File: config.mk
export PLATFORM = sky130hd
export DESIGN_NAME = vcxo_discipline_loop
export DESIGN_NICKNAME = d
export VERILOG_FILES = /design/src/rtl/vcxo_discipline_loop.sv
export SDC_FILE = /design/constraint.sdc
export NUM_CORES = 1
export LEC_CHECK = 0
export BUFFER_PORTS_ARGS = -buffer_cell sky130_fd_sc_hd__clkbuf_2
export CAP_MARGIN = 20
export CORE_MARGIN = 2
export CORE_UTILIZATION = 25
export DETAILED_ROUTE_END_ITERATION = 8
export PLACE_DENSITY = 0.4
export SYNTH_ARGS = -nofsm -noshare
export SYNTH_HDL_FRONTEND = slang
export SYNTH_SLANG_ARGS = --single-unit
File: constraint.sdc
create_clock -name vcxo_clk_in -period 10.2 [get_ports vcxo_clk_in]
set_input_delay 1.53 -clock vcxo_clk_in [delete_from_list [all_inputs] [get_ports vcxo_clk_in]]
set_output_delay 1.53 -clock vcxo_clk_in [all_outputs]
set_load 0.01 [all_outputs]
File: src/rtl/vcxo_discipline_loop.sv
// VCXO frequency-discipline loop: gated VCXO/TCXO counter, tiered step controller, pump output.
// Define VCXO_PWM_SIGMA_DELTA_EN to replace the PWM pump with a first-order sigma-delta modulator.
module vcxo_discipline_loop #(
  parameter int unsigned REF_GATE    = 1228800,
  parameter int unsigned NOMINAL_CNT = 12288000,
  parameter int unsigned CNT_W       = 32,
  parameter int unsigned ERR_W       = 24,
  parameter int unsigned CORR_W      = 8,
  parameter int unsigned PWM_W       = 16,
  parameter int unsigned PWM_INIT    = 32768,
  parameter int unsigned COARSE_THR  = 50,
  parameter int unsigned FINE_THR    = 10,
  parameter int unsigned STEP_XC     = 250,
  parameter int unsigned STEP_C      = 50,
  parameter int unsigned STEP_F      = 1,
  parameter int unsigned LOCK_COUNT  = 4
) (
  input  logic                     vcxo_clk_in,
  input  logic                     reset_in,
  input  logic                     tcxo_in,
  input  logic                     enable_in,
  input  logic signed [CORR_W-1:0] correction_in,
  output logic signed [ERR_W-1:0]  freq_error,
  output logic                     error_valid,
  output logic                     locked,
  output logic [PWM_W-1:0]         pwm_duty,
  output logic                     pump
);

  localparam int unsigned EW   = CNT_W + 2;
  localparam int unsigned DW   = PWM_W + 34;
  localparam int unsigned LC_W = $clog2(LOCK_COUNT + 1);

  localparam logic [CNT_W-1:0]        REF_GATE_C = CNT_W'(REF_GATE);
  localparam logic signed [EW-1:0]    NOM_E      = EW'(NOMINAL_CNT);
  localparam logic signed [EW-1:0]    ERR_MAX    = {{(EW-ERR_W+1){1'b0}}, {(ERR_W-1){1'b1}}};
  localparam logic signed [EW-1:0]    ERR_MIN    = {{(EW-ERR_W+1){1'b1}}, {(ERR_W-1){1'b0}}};
  localparam logic [ERR_W:0]          COARSE_E   = (ERR_W+1)'(COARSE_THR);
  localparam logic [ERR_W:0]          FINE_E     = (ERR_W+1)'(FINE_THR);
  localparam logic [ERR_W+1:0]        COARSE_D   = (ERR_W+2)'(COARSE_THR);
  localparam logic signed [DW-1:0]    DUTY_MAX   = {{(DW-PWM_W){1'b0}}, {PWM_W{1'b1}}};
  localparam logic [LC_W-1:0]         LOCK_C     = LC_W'(LOCK_COUNT);

  typedef enum logic [1:0] {IDLE, GATE, CALC, TUNE} state_t;
  state_t state, state_nx;

  logic [2:0]              tsync;
  logic                    ref_edge;
  logic [CNT_W-1:0]        vcnt, rcnt;
  logic signed [ERR_W-1:0] prev;
  logic signed [ERR_W:0]   diff;
  logic [LC_W-1:0]         lcnt;
  logic                    first;

  logic signed [EW-1:0]    v_ext, c_ext, err_raw;
  logic signed [ERR_W-1:0] err_sat;
  logic signed [ERR_W:0]   e_ext;
  logic signed [ERR_W+1:0] d_ext2;
  logic [ERR_W:0]          abs_err;
  logic [ERR_W+1:0]        abs_diff;
  logic                    unlock, locked_eff, step_ok;
  logic [31:0]             step;
  logic signed [DW-1:0]    duty_ext, step_ext, duty_sum;
  logic [PWM_W-1:0]        duty_nx;
  logic                    locked_nx;
  logic [LC_W-1:0]         lcnt_nx;

  // Pin edge reaches ref_edge three clocks later: two sync stages plus a registered detect.
  always_ff @(posedge vcxo_clk_in or posedge reset_in) begin
    if (reset_in) begin
      tsync    <= '0;
      ref_edge <= 1'b0;
    end else begin
      tsync    <= {tsync[1:0], tcxo_in};
      ref_edge <= tsync[1] & ~tsync[2];
    end
  end

  always_ff @(posedge vcxo_clk_in or posedge reset_in) begin
    if (reset_in) state <= IDLE;
    else          state <= state_nx;
  end

  always_comb begin
    state_nx = state;
    case (state)
      IDLE:    if (enable_in && ref_edge) state_nx = GATE;
      GATE:    if (!enable_in) state_nx = IDLE;
               else if (rcnt == REF_GATE_C) state_nx = CALC;
      CALC:    state_nx = TUNE;
      TUNE:    state_nx = IDLE;
      default: state_nx = IDLE;
    endcase
  end

  always_comb begin
    v_ext   = {2'b00, vcnt};
    c_ext   = EW'(correction_in);
    err_raw = v_ext - NOM_E + c_ext;
    if (err_raw > ERR_MAX)      err_sat = ERR_MAX[ERR_W-1:0];
    else if (err_raw < ERR_MIN) err_sat = ERR_MIN[ERR_W-1:0];
    else                        err_sat = err_raw[ERR_W-1:0];

    e_ext    = {freq_error[ERR_W-1], freq_error};
    abs_err  = e_ext[ERR_W] ? -e_ext : e_ext;
    d_ext2   = {diff[ERR_W], diff};
    abs_diff = d_ext2[ERR_W+1] ? -d_ext2 : d_ext2;

    // Unlock takes effect before step selection so the same TUNE cycle can apply a coarse step.
    unlock     = locked && (abs_err > FINE_E);
    locked_eff = locked && !unlock;
    step_ok    = (diff == '0) || (!locked_eff && (abs_diff < COARSE_D));

    step = '0;
    if (step_ok) begin
      if ((abs_err > COARSE_E) && !locked_eff) step = STEP_XC;
      else if (abs_err > FINE_E)               step = STEP_C;
      else if (abs_err != '0)                  step = STEP_F;
    end
    duty_ext = DW'(pwm_duty);
    step_ext = DW'(step);
    duty_sum = freq_error[ERR_W-1] ? duty_ext + step_ext : duty_ext - step_ext;
    if (duty_sum[DW-1])           duty_nx = '0;
    else if (duty_sum > DUTY_MAX) duty_nx = '1;
    else                          duty_nx = duty_sum[PWM_W-1:0];

    locked_nx = locked;
    lcnt_nx   = lcnt;
    if (unlock) begin
      locked_nx = 1'b0;
      lcnt_nx   = '0;
    end else if ((freq_error == '0) && (diff == '0)) begin
      if (lcnt != LOCK_C) lcnt_nx = lcnt + LC_W'(1);
      if (lcnt_nx == LOCK_C) locked_nx = 1'b1;
    end else begin
      lcnt_nx = '0;
    end
  end

  always_ff @(posedge vcxo_clk_in or posedge reset_in) begin
    if (reset_in) begin
      vcnt        <= '0;
      rcnt        <= '0;
      freq_error  <= '0;
      error_valid <= 1'b0;
      diff        <= '0;
      prev        <= '0;
      locked      <= 1'b0;
      lcnt        <= '0;
      first       <= 1'b1;
      pwm_duty    <= PWM_W'(PWM_INIT);
    end else begin
      error_valid <= 1'b0;
      if (!enable_in) first <= 1'b1;
      case (state)
        IDLE: if (enable_in && ref_edge) begin
          vcnt <= '0;
          rcnt <= '0;
        end
        GATE: if (enable_in && (rcnt != REF_GATE_C)) begin
          if (vcnt != '1) vcnt <= vcnt + CNT_W'(1);
          if (ref_edge)   rcnt <= rcnt + CNT_W'(1);
        end
        CALC: begin
          freq_error  <= err_sat;
          error_valid <= 1'b1;
          diff        <= {prev[ERR_W-1], prev} - {err_sat[ERR_W-1], err_sat};
        end
        TUNE: begin
          prev <= freq_error;
          if (!first) begin
            pwm_duty <= duty_nx;
            locked   <= locked_nx;
            lcnt     <= lcnt_nx;
          end
          if (enable_in) first <= 1'b0;
        end
        default: ;
      endcase
    end
  end

`ifdef VCXO_PWM_SIGMA_DELTA_EN
  logic [PWM_W:0] acc;

  always_ff @(posedge vcxo_clk_in or posedge reset_in) begin
    if (reset_in) acc <= '0;
    else          acc <= {1'b0, acc[PWM_W-1:0]} + {1'b0, pwm_duty};
  end

  assign pump = acc[PWM_W];
`else
  logic [PWM_W-1:0] pc, duty_l;

  // Duty is only sampled at the period boundary so a mid-period update cannot glitch the pump.
  always_ff @(posedge vcxo_clk_in or posedge reset_in) begin
    if (reset_in) begin
      pc     <= '0;
      duty_l <= PWM_W'(PWM_INIT);
      pump   <= 1'b0;
    end else begin
      pc   <= pc + PWM_W'(1);
      pump <= (pc < duty_l);
      if (pc == '1) duty_l <= pwm_duty;
    end
  end
`endif

endmodule
## Word-level counts from Yosys, hierarchy flattened

Index checks and enable logic that the tools add are counted.

| operators by class | value |
|---|---|
| add/subtract/negate cells | 11 |
| order comparisons | 7 |
| eq/ne operators | 14 |
| multiplexer cells | 34 |
| bitwise gates (word level) | 3 |
| reductions and logical operators | 22 |

Operator list:

| kind | number |
|---|---|
| two-way mux 32 bit | 5 |
| case mux 32 bit (2 select lines) | 2 |
| adder 32 x 1 -> 32 bit, second input constant | 2 |
| > comparator 50 x 17 -> 1 bit, second input constant | 1 |
| two-way mux 50 bit | 1 |
| two-way mux 24 bit | 2 |
| adder 33 x 8 -> 34 bit | 1 |
| > comparator 34 x 24 -> 1 bit, second input constant | 1 |
| < comparator 34 x 24 -> 1 bit, second input constant | 1 |
| adder 16 x 32 -> 33 bit | 1 |
| subtractor 16 x 32 -> 33 bit | 1 |
| subtractor 32 x 24 -> 33 bit, second input constant | 1 |
| == test 32 x 21 -> 1 bit, second input constant | 1 |
| two-way mux 16 bit | 2 |
| != test 32 x 21 -> 1 bit, second input constant | 1 |
| != test 32 bit, second input constant | 1 |
| < comparator 26 x 6 -> 1 bit, second input constant | 1 |
| two-way mux 26 bit | 1 |
| negator 25 -> 26 bit | 1 |
| > comparator 25 x 4 -> 1 bit, second input constant | 1 |
| > comparator 25 x 6 -> 1 bit, second input constant | 1 |
| logical NOT 25 bit | 1 |
| two-way mux 25 bit | 1 |
| negator 24 -> 25 bit | 1 |
| other kinds (27) | 59 |

| word-level totals | value |
|---|---|
| flip-flop bits (word level) | 198 |
| input bits | 12 |
| output and inout port bits | 43 |

## Logic depth before layout (Yosys ltp)

| logic depth | value |
|---|---|
| depth in word-level cells | 15 |
| depth in mapped cells | 33 |

## Worst setup path after synthesis

OpenSTA, ideal clock, no wires.

| timing path | value |
|---|---|
| path kind | in2reg |
| from | input correction_in[0] |
| to | register diff[23] |
| data arrival time | 6,417 ps |
| path slack | 3,637 ps |
| stages on the path | 26 |
| buffers on the path | 2 |
| cell sequence | ha_1 -> fa_1 -> a211oi_1 -> o211ai_1 -> nand3_1 -> a21oi_2 -> a311oi_2 -> xnor2_1 -> and2_1 -> nand4_1 -> nor2_1 -> a41o_1 -> buf_2 -> buf_2 -> a21oi_1 -> ha_1 -> or4_1 -> o21a_1 -> a211oi_1 -> o31a_1 -> o21ai_0 -> o21ai_0 -> a21bo_2 -> nor4_1 -> a21oi_1 -> o311ai_0 |

| between the ends | value |
|---|---|
| word-level cells in the longest chain between the ends | 5 |
| elaborated cells on any way between the ends | 6 |
| classes of those cells | add/sub (2); order compare (2); mux (2) |

Ends and longest elaborated chain:

| what | line | RTL |
|---|---|---|
| from (decl) | 22 | `input logic signed [CORR_W-1:0] correction_in,` |
| adder 33 x 8 -> 34 bit * | 99 | `err_raw = v_ext - NOM_E + c_ext;` |
| < comparator 34 x 24 -> 1 bit | 101 | `else if (err_raw < ERR_MIN) err_sat = ERR_MIN[ERR_W-1:0];` |
| two-way mux 24 bit | 101 |  |
| two-way mux 24 bit * | 100 | `if (err_raw > ERR_MAX) err_sat = ERR_MAX[ERR_W-1:0];` |
| subtractor 24 x 24 -> 25 bit * | 167 | `diff <= {prev[ERR_W-1], prev} - {err_sat[ERR_W-1], err_sat};` |
| to (signal assigned) | 167 |  |
| to (decl) | 51 | `logic signed [ERR_W:0] diff;` |

Mark *: on every way between the ends. The rest lies on a longest branch, timed or not.
A chain may end at the register's enable or synchronous reset.

## Worst setup path after layout

| timing path | value |
|---|---|
| from | input correction_in[7] |
| to | register diff[23] |

The elaborated chain is that of the path after synthesis.

==> impl_metrics.csv <==
group,metric,value,unit
status,status,"complete, no violations",
placement,gp_congestion,0.8388,
timing,hold_slack,0.3545,ns
layout,layout-drive-gt1-share,9.819,%
global_routing,grt_max_degree,131,
logic_synthesis,syn_nets,1796,
routing,first_pass_iters,4,
critical_path,path_class,"in2reg",
clock_tree,cts_tree,"yes",
logic_synthesis,synth_edf_count,0,
routing,route.detailed.drc,0,
layout,num-fill-cells,6067,
layout,antenna_cells,0,
clock_tree,cts-resized-gates,0,
global_routing,grt_first_pass_wirelength,64850,um
timing,finalSetupViolCount,0,
timing,rsz0062_at_grt,"false",
timing,post-route-min-period,7.598,ns
timing,tightest_slew,1.013,ns
routing,vias_per_cell,4.852,
clock_tree,postCtsSetupBuffers,0,
floorplanning,core,0.05660,mm^2
logic_synthesis,synth_ff_type,"dfrtp_1",
critical_path,rr_worst_depth,25,
floorplanning,die_h,243.7,um
global_routing,grt_pass1_vias,11730,
logic_synthesis,async_reset_ff_share,100.0,%
timing,clock_skew,0.01269,ns
clock_tree,holdBufCountCts,0,
worst_hold_path,min_path_type,"reg2reg",
floorplanning,fp-row-count,87,
routing,first_iter_violations,689,
timing,hold_viol,0,
logic_synthesis,syn_avg_cell_area,8.538,um^2
placement,io_buffer_count,54,
logic_synthesis,synth.distinct_cells,83,
critical_path,crit_fanout,26,
timing,slew_viol_final,0,
routing,wl,39750,um
floorplanning,ios,55,
critical_path,rrSetupSlack,2.63,ns
routing,dr_total_vias,11970,
routing,detail_route.wl_per_cell,16.11,um
clock_tree,clk_pin_slew,0.07,ns
timing,fmax,131.6,MHz
timing,fin_tns_setup,0,ns
pwr,p_leak,6.842,nW
run,max_cap_violations,0,
clock_tree,clockRootBuffer,"clkbuf_16",
timing,timing.final.crit_share,74.49,%
layout,syn2layout_area_growth,11.69,%
critical_path,end_kind,"register",
floorplanning,die-width,243.7,um
clock_tree,clock_path_buffers,2,
floorplanning,dieArea,0.05941,mm^2
floorplanning,initial_utilization,25.38,%
placement,hpwl,29930,um
logic_synthesis,netlist_area,0.01437,mm^2
routing,ant_nets,0,
clock_tree,cts_max_level,4,
global_routing,grt_overflow,0,
global_routing,grtUsageTotal,13.74,%
logic_synthesis,synth_cells,1683,
critical_path,crit_arrival,7.94,ns
worst_hold_path,hold_depth,0,
layout,nets,1811,
logic_synthesis,synth-seq-area-share,34.51,%
clock_tree,cts_buffers,17,
clock_tree,clk_latency,0.49,ns
pwr,vdd_drop_max,124.2,uV
clock_tree,cts_num_sinks,198,
logic_synthesis,yosysWarnings,0,
pwr,powerDensity,120.8,mW/mm^2
logic_synthesis,ys_ff_latch,198,
critical_path,start_kind,"input port",
global_routing,antenna_found_initial,1,
critical_path,critPathRequiredTime,10.54,ns
timing,maxSlewHeadroom,32.27,%
-- through the flow --
step / total power, mW / setup WS, ns / std cells / utilization (%) / area [um^2]
after floorplan: 1.098 / 3.278 / 1683 / - / 14370
after global placement: 1.196 / 2.181 / 2434 / 27.22 / 15410
after detailed placement: 1.196 / 2.135 / 2435 / 27.23 / 15410
after CTS: 1.975 / 2.640 / 2467 / 28.35 / 16050
after global routing: 2.051 / 1.849 / 2467 / 28.35 / 16050
final: 1.938 / 2.602 / 2467 / 28.35 / 16050
-- cell usage after synthesis (all sizes together), types with 7 or more instances --
| cell | instances | area share, % |
|---|---|---|
| a2111oi | 9 | 0.77 |
| a211oi | 11 | 0.64 |
| a21o | 36 | 1.9 |
| a21oi | 117 | 4.1 |
| a22o | 7 | 0.43 |
| a22oi | 18 | 0.94 |
| a31o | 9 | 0.55 |
| a31oi | 9 | 0.39 |
| and2 | 8 | 0.35 |
| and3 | 22 | 0.96 |
| and4 | 7 | 0.43 |
| buf | 16 | 0.58 |
| clkbuf | 56 | 1.5 |
| dfrtp | 195 | 34 |
| ha | 97 | 8.4 |
| inv | 90 | 2.4 |
| mux2 | 31 | 2.4 |
| nand2 | 151 | 3.9 |
| nand2b | 20 | 0.87 |
| nand3 | 63 | 2.2 |
| nand4 | 29 | 1.3 |
| nor2 | 152 | 4.0 |
| nor2b | 16 | 0.70 |
| nor3 | 43 | 1.5 |
| nor3b | 9 | 0.47 |
| nor4 | 22 | 1.1 |
| o211ai | 13 | 0.68 |
| o21a | 12 | 0.63 |
| o21ai | 131 | 4.6 |
| o21bai | 9 | 0.47 |
| o22ai | 10 | 0.44 |
| o31ai | 21 | 1.1 |
| or2 | 10 | 0.44 |
| or3 | 20 | 0.91 |
| or4 | 9 | 0.47 |
| xnor2 | 68 | 4.1 |
| xor2 | 66 | 4.0 |
-- worst paths after layout --
path	startpoint	end
max	correction_in[7]	diff[23]
min	tsync[0]	tsync[1]
max reg2reg	vcnt[15]	diff[23]
min reg2reg	tsync[0]	tsync[1]
max in group asynchronous	reset_in	vcnt[31]
min in group asynchronous	reset_in	freq_error[2]
-- state kept, by name (all words and copies together) (netlist names), 3 cells and up, named ones only --
name,flops
tsync,3
rcnt,32
prev,24
pwm_duty,16
lcnt,3
freq_error,24
pc,16
duty_l,16
diff,25
vcnt,32
-- per-layer routing --
metal | wire length (um) | global-route usage, %
met1 | 18910 | 17.80
met2 | 18700 | 22.76
met3 | 1062 | 2.456
met4 | 1062 | 5.111
met5 | 16 | 0
-- layout make-up --
| class | count | area [um^2] | area share, % |
|---|---|---|---|
| inverter | 90 | 345.3 | 2.152 |
| clock inverter | 12 | 191.4 | 1.193 |
| clock buffer | 20 | 446.7 | 2.783 |
| timing repair buffer | 68 | 372.9 | 2.323 |
| multi-input combinational | 1323 | 8788 | 54.76 |
| sequential | 198 | 4959 | 30.90 |
| tap | 756 | 945.9 | 5.894 |
-- where the power goes --
part	switching, mW	internal, mW
logic	0.198	0.131
registers	0.0396	0.809
clock network	0.338	0.422
total	0.576	1.36
-- kinds of logic (layout without fill, tap and decap cells) --
family,count (synthesis),in the layout,share of synthesized area [%]
simple gates,591,591,20.21
flops,198,198,34.51
buf+inv,162,190,4.397
compound gates,461,461,20.93
xor+xnor,134,134,8.168
fa+ha+maj,101,101,9.004
mux,36,36,2.778
-- placed cells by master (no fill, tap or decap), types with 22 or more instances in the layout --
master / n
nand3_1: 63
nand2_1: 150
a21o_1: 36
o21ai_0: 128
nor2_1: 151
and3_1: 22
xor2_1: 66
ha_1: 97
mux2_2: 31
nand4_1: 29
clkbuf_2: 54
inv_1: 89
a21oi_1: 115
nor3_1: 42
xnor2_1: 68
dfrtp_1: 195
-- critical path, stage by stage --
cell and delay [ns]:
clkbuf_2 0.37, ha_1 0.59, nand4_1 0.15, a2111oi_0 0.45
a211oi_1 0.11, a21oi_2 0.29, a311oi_2 0.16, xnor2_1 0.33
and2_1 0.20, nand4_1 0.09, nor2_1 0.17, a41o_1 0.72
a21oi_1 0.16, ha_1 0.28, or4_1 0.52, o21a_1 0.24
a211oi_1 0.32, o31a_1 0.27, o21ai_0 0.14, o21ai_0 0.32
a21bo_2 0.20, nor4_1 0.05, a21oi_1 0.13, o311ai_0 0.13
Power figures use the tool's default switching activity.
